--- src/rtl/decode_issue_ctrl.sv ---
// Dual-issue decode front end: holds one fetch pair, resolves intra-pair RAW
// hazards and serializing instructions, and issues to the decoder pair.
module decode_issue_ctrl (
  input  logic        clk,
  input  logic        rst,
  input  logic        f_valid,
  input  logic        f_validB,
  input  logic [31:0] f_instA,
  input  logic [31:0] f_instB,
  input  logic [31:0] f_pcA,
  input  logic [31:0] f_pcB,
  output logic        f_ready,
  input  logic [1:0]  slots_free,
  input  logic        pipe_empty,
  input  logic        flush,
  output logic [31:0] d_instA,
  output logic [31:0] d_instB,
  output logic [31:0] d_pcA,
  output logic [31:0] d_pcB,
  output logic        d_validA,
  output logic        d_validB,
  output logic        serial_busy
);

  typedef enum logic [1:0] {
    EMPTY  = 2'd0,
    HOLD   = 2'd1,
    B_ONLY = 2'd2,
    DRAIN  = 2'd3
  } state_e;

  localparam logic [6:0] OP_LUI    = 7'b0110111;
  localparam logic [6:0] OP_AUIPC  = 7'b0010111;
  localparam logic [6:0] OP_JAL    = 7'b1101111;
  localparam logic [6:0] OP_JALR   = 7'b1100111;
  localparam logic [6:0] OP_IMM    = 7'b0010011;
  localparam logic [6:0] OP_REG    = 7'b0110011;
  localparam logic [6:0] OP_LOAD   = 7'b0000011;
  localparam logic [6:0] OP_STORE  = 7'b0100011;
  localparam logic [6:0] OP_BRANCH = 7'b1100011;
  localparam logic [6:0] OP_MISC   = 7'b0001111;
  localparam logic [6:0] OP_SYSTEM = 7'b1110011;

  function automatic logic is_serial(input logic [6:0] op);
    return (op == OP_MISC) || (op == OP_SYSTEM);
  endfunction

  function automatic logic writes_rd(input logic [6:0] op);
    return (op == OP_LUI) || (op == OP_AUIPC) || (op == OP_JAL) || (op == OP_JALR) ||
           (op == OP_IMM) || (op == OP_REG)   || (op == OP_LOAD);
  endfunction

  function automatic logic uses_rs2(input logic [6:0] op);
    return (op == OP_REG) || (op == OP_STORE) || (op == OP_BRANCH);
  endfunction

  function automatic logic uses_rs1(input logic [6:0] op);
    return !((op == OP_LUI) || (op == OP_AUIPC) || (op == OP_JAL));
  endfunction

  state_e      state_q, state_d;
  logic [31:0] instA_q, instB_q, pcA_q, pcB_q;
  logic        vB_q;

  logic [31:0] d_instA_q, d_instB_q, d_pcA_q, d_pcB_q;
  logic        d_validA_q, d_validB_q;

  logic        sf_ge1, sf_ge2;
  logic        serA, serB, hazard;
  logic        iss_a, iss_both, iss_b;
  logic        done, cap;

  // slots_free==3 saturates to 2, so ">=2" is just the MSB.
  assign sf_ge1 = |slots_free;
  assign sf_ge2 = slots_free[1];

  assign serA = is_serial(instA_q[6:0]);
  assign serB = is_serial(instB_q[6:0]);

  always_comb begin
    logic [4:0] rdA;
    rdA    = instA_q[11:7];
    hazard = vB_q && writes_rd(instA_q[6:0]) && (rdA != 5'd0) &&
             ((uses_rs1(instB_q[6:0]) && (rdA == instB_q[19:15])) ||
              (uses_rs2(instB_q[6:0]) && (rdA == instB_q[24:20])));
  end

  always_comb begin
    state_d  = state_q;
    iss_a    = 1'b0;
    iss_both = 1'b0;
    iss_b    = 1'b0;
    done     = 1'b0;
    case (state_q)
      HOLD: begin
        if (sf_ge1) begin
          if (serA) begin
            state_d = DRAIN;
          end else if (!vB_q) begin
            iss_a   = 1'b1;
            done    = 1'b1;
            state_d = EMPTY;
          end else if (sf_ge2 && !hazard && !serB) begin
            iss_both = 1'b1;
            done     = 1'b1;
            state_d  = EMPTY;
          end else begin
            iss_a   = 1'b1;
            state_d = B_ONLY;
          end
        end
      end
      DRAIN: begin
        if (sf_ge1 && pipe_empty) begin
          iss_a   = 1'b1;
          state_d = vB_q ? B_ONLY : EMPTY;
        end
      end
      B_ONLY: begin
        if (sf_ge1 && (!serB || pipe_empty)) begin
          iss_b   = 1'b1;
          done    = 1'b1;
          state_d = EMPTY;
        end
      end
      default: ;
    endcase

    f_ready = !rst && !flush && ((state_q == EMPTY) || done);
    cap     = f_valid && f_ready;
    // A new pair overrides the EMPTY transition so pairs can stream back to back.
    if (cap)   state_d = HOLD;
    if (flush) state_d = EMPTY;
  end

  always_ff @(posedge clk or posedge rst) begin
    if (rst) begin
      state_q <= EMPTY;
      instA_q <= '0;
      instB_q <= '0;
      pcA_q   <= '0;
      pcB_q   <= '0;
      vB_q    <= 1'b0;
    end else begin
      state_q <= state_d;
      if (flush) begin
        instA_q <= '0;
        instB_q <= '0;
        pcA_q   <= '0;
        pcB_q   <= '0;
        vB_q    <= 1'b0;
      end else if (cap) begin
        instA_q <= f_instA;
        instB_q <= f_instB;
        pcA_q   <= f_pcA;
        pcB_q   <= f_pcB;
        vB_q    <= f_validB;
      end
    end
  end

  always_ff @(posedge clk or posedge rst) begin
    if (rst) begin
      d_instA_q  <= '0;
      d_instB_q  <= '0;
      d_pcA_q    <= '0;
      d_pcB_q    <= '0;
      d_validA_q <= 1'b0;
      d_validB_q <= 1'b0;
    end else begin
      d_validA_q <= !flush && (iss_a || iss_both || iss_b);
      d_validB_q <= !flush && iss_both;
      if (!flush && (iss_a || iss_both)) begin
        d_instA_q <= instA_q;
        d_pcA_q   <= pcA_q;
      end else if (!flush && iss_b) begin
        d_instA_q <= instB_q;
        d_pcA_q   <= pcB_q;
      end
      if (!flush && iss_both) begin
        d_instB_q <= instB_q;
        d_pcB_q   <= pcB_q;
      end
    end
  end

  assign d_instA     = d_instA_q;
  assign d_instB     = d_instB_q;
  assign d_pcA       = d_pcA_q;
  assign d_pcB       = d_pcB_q;
  assign d_validA    = d_validA_q;
  assign d_validB    = d_validB_q;
  assign serial_busy = (state_q == DRAIN);

endmodule
--- config.mk ---
export PLATFORM = sky130hd
export DESIGN_NAME = decode_issue_ctrl
export DESIGN_NICKNAME = d
export VERILOG_FILES = /design/src/rtl/decode_issue_ctrl.sv
export SDC_FILE = /design/constraint.sdc
export NUM_CORES = 1
export LEC_CHECK = 0
export CAP_MARGIN = 20
export CORE_ASPECT_RATIO = 0.75
export CORE_MARGIN = 8
export CORE_UTILIZATION = 68
export CTS_CLUSTER_SIZE = 8
export DETAILED_ROUTE_END_ITERATION = 7
export DONT_BUFFER_PORTS = 1
export PLACE_DENSITY_LB_ADDON = 0.05
export RECOVER_POWER = 50
export SYNTH_ARGS = -nofsm -noshare
export SYNTH_HDL_FRONTEND = slang
export SYNTH_SLANG_ARGS = --single-unit
export TNS_END_PERCENT = 10
--- constraint.sdc ---
create_clock -name clk -period 15.65 [get_ports clk]
set_input_delay 3.9125 -clock clk [delete_from_list [all_inputs] [get_ports clk]]
set_output_delay 3.9125 -clock clk [all_outputs]
set_load 0.01 [all_outputs]
-- After elaboration in Yosys (flattened, before gate mapping)
Cells that the tools add are included.
- equality and inequality tests: 25
- multiplexer cells: 41
- reduce and logical (&&, ||, !) cells: 45
- operator list (cell ; number):
    $mux 32 ; 12
    $eq 7x7->1 const B ; 6
    $eq 7x6->1 const B ; 5
    $eq 7x5->1 const B ; 3
    $mux 2 ; 9
    $logic_or 1x1->1 ; 17
    $mux 1 ; 17
    $logic_and 1x1->1 ; 16
    $eq 7x4->1 const B ; 2
    $eq 5x5->1 ; 2
    $reduce_bool 5->1 ; 2
    $ne 4x4->1 const B ; 2
    $eq 7x2->1 const B ; 1
    $pmux 2 s3 ; 1
    $logic_not 1->1 ; 5
    $eq 2x2->1 const B ; 2
    $ne 4x2->1 const B ; 1
    $pmux 1 s2 ; 2
    $reduce_and 4->1 ; 1
    $reduce_bool 2->1 ; 2
    $eq 2x1->1 const B ; 1
    $logic_not 2->1 ; 1
    $reduce_or 2->1 ; 1
- bits in registers: 261
- input bits: 136
- output and inout port bits: 132
- word-level logic and storage cells: 123

-- Logic depth before layout (Yosys ltp)
- word-level depth: 23
- mapped depth: 11
- gate-level depth less buffers: 8

-- Least setup slack after synthesis
No wires, ideal clock.
- kind: input -> output
- from: input port slots_free[0]
- to: output port f_ready
- arrival: 4814 ps
- data required time: 11738 ps
- path slack: 6924 ps
- cell stages on the path: 4
- path buffers: 0
- cells stage by stage: or2_2 -> a41o_1 -> a32o_1 -> a21o_1
- word-level cells in the longest chain between the ends: 6
- elaborated cells on any way between the ends: 7
- classes of those cells: mux: 3; reduce/logical: 4
- ends and longest elaborated chain (element ; line ; RTL):
    from (decl) ; 13 ; input logic [1:0] slots_free,
    $reduce_or 2->1 (*) ; 74 ; assign sf_ge1 = |slots_free;
    $logic_and 1x1->1 ; 120 ; if (sf_ge1 && (!serB || pipe_empty)) begin
    $mux 1 ; 120 ;
    $pmux 1 s2 (*) ; 94 ; case (state_q)
    $logic_or 1x1->1 (*) ; 129 ; f_ready = !rst && !flush && ((state_q == EMPTY) || done);
    $logic_and 1x1->1 (*) ; 129 ;
    to (decl) ; 12 ; output logic f_ready,
Mark *: on every way between the ends. The rest lies on a longest branch, timed or not.

==> run metrics <==
clock sinks=approximately 260; Pwr Density=about 150 nW/µm²; Total GRT Usage=0.261; dpl hpwl=18700 µm; area occupied by multi-input gates=~4700 µm²; wire length of the first global-routing pass=43900 µm; register area=around 6500 µm²; final non-filler cell total=1111; ys async rst share=1.00; RSZ-0062 raised after global routing=no; CTS resizes=0; Post-CTS Setup Bufs=0; WP data arrival=roughly 10000 ps; vias=just over 7000; crit path kind=in2async; Vias/cell=around 6.4; predominant post-synthesis flop cell=dfrtp_1; failing checks=max-capacitance violations, max-slew violations; Gate Count Post-Synth=approximately 900; endpoints failing hold=0; Inst Count DP=1063; commonest non-fill, non-tap cells in the layout=dfrtp_1, nor2b_1, mux2_2; Die Span X=around 170 µm; largest net degree at the start of global routing=137; Synth cell types=48; Min Clock Period, post-route=between 10000 and 15000 ps; final setup fails=0; GP Congestion=about 0.8; FF+latch count, synth=261; Yosys warning count=0; H-tree depth=2; mapped cell area=11600 µm²; Reg clk slew, reported paths=roughly 50 ps; post-synthesis area per instance=roughly 13 µm²; Port Buffer Count=0; net count after synthesis=a little over 1000; Worst VDD drop=between 100 and 150 µV; Slew Viols, Final=approximately 220; Max Clk Rate=a little under 100 MHz; WP data required=15320 ps; initial antenna violation count=12; DIE AREA=21500 µm²; Fillers=about 1100; finished layout cell area=12600 µm²; Remaining Overflow, GRT=0; Hold Path Class=reg2reg; register area share after synthesis=0.565; cell row count=41; Final TNS setup=0 ps; max-cap check violation count=3; Clock Root Buffer=clkbuf_16; slew margin rel.=-2.00; Layout area overhead=9.24%; die height=about 130 µm; CP Max Fanout=roughly 110; DRC viols=0; EDFF count, synth=0; LEAKAGE=around 6.1 nW; Hold-fix buffers, CTS=0; remaining antenna violation count=0; worst clock skew=approximately 9.0 ps; vias in the first global route=7551; share of layout cells above drive strength 1=0.185; fin crit share=0.659; crit path capture type=async pin; worst reg2reg setup slack=between 10000 and 15000 ps; area of the core=~17000 µm²; TritonRoute pass-1 iters=5; Layout Nets=1029; Initial Util=0.691; later-pin clock latency in the skew report=about 500 ps; Startpoint Class=primary input; WL per Instance=25.6 µm; most common cell after layout, fill and taps aside=dfrtp_1; Worst-Margin Slew=~4500 ps; clk buf depth=3; Top Ports=roughly 270; CTS tree=done; aggregate routed wire length=approximately 28000 µm; DP Area=approximately 12000 µm²; total CTS buffers=38; run status=complete, but fails checks; drt initial violations=between 500 and 600
[layout make-up]
type	instances	area share
flip-flops and latches	261	0.517
multi-input cells	568	0.370
clock buffers	41	0.0813
well taps	215	0.0213
repair buffers	11	0.00565
inverters	9	0.00278
diodes	5	0.000991
clock inverters	1	0.000397
[synthesized netlist by cell type (7+ instances only)]
master	n	area, µm²
dfrtp_1	261	6530
nor2b_1	127	795
mux2_2	105	1180
mux2_1	88	991
nor2_1	45	169
a21oi_1	42	210
mux2i_1	38	380
o22ai_1	27	169
clkbuf_1	26	97.6
a2bb2oi_1	25	219
buf_2	13	65.1
buf_6	10	113
inv_1	8	30.0
xnor2_1	7	61.3
[logic make-up after synthesis]
logic type,count (synthesis),synth area share
mux,231,0.221
fa+ha+maj,4,0.00433
compound gates,114,0.0665
buf+inv,69,0.0319
xor+xnor,10,0.00758
simple gates,209,0.103
flops,261,0.565
[layer usage]
layer | vias to the layer above | GRT usage | share of wire
li1 | 3119 | - | -
met1 | 3640 | 0.314 | 0.40
met2 | 252 | 0.426 | 0.48
met3 | 50 | 0.114 | 0.10
met4 | 16 | 0.0718 | 0.018
met5 | - | 0 | 0.0031
[sequential cells by signal, summed over array words and instances (netlist names)]
| signal | cells |
|---|---|
| instA_q | 32 |
| d_pcA | 32 |
| d_validA | 1 |
| pcB_q | 32 |
| d_instB | 32 |
| vB_q | 1 |
| instB_q | 32 |
| state_q | 2 |
| d_instA | 32 |
| pcA_q | 32 |
| d_validB | 1 |
| d_pcB | 32 |
[critical path, cell delays in order]
cell and delay [ps]:
clkinvlp_2 2430, clkbuf_1 720, clkbuf_1 2840
[final timing paths]
kind                                from  cells past startpoint          end
max                                  rst                      3  instB_q[15]
min                            pcA_q[11]                      2    d_pcA[11]
max reg2reg                   instB_q[3]                      7    d_pcB[23]
min reg2reg                    pcA_q[11]                      2    d_pcA[11]
max in group clk           slots_free[0]                      4      f_ready
min in group asynchronous            rst                      1  d_instA[31]
[power by group]
group          leakage (nW)  internal (mW)  total (mW)  switching, mW
Clock                 0.509          0.455       0.717          0.263
Sequential             3.47          0.801       0.959          0.159
Combinational          2.14          0.136       0.261          0.125
Total                  6.12           1.39        1.94          0.546
[per-stage QoR]
step	hold slack (ps)	total power, mW	worst slack (ps)	utilization
floorplan	487	1.14	4550	-
global placement	498	1.21	6860	0.693
detailed placement	511	1.23	6820	0.693
CTS	522	1.95	6820	0.755
global route	537	2.02	3780	0.754
finish	521	1.94	5340	0.755
Power figures use the tool's default switching activity.
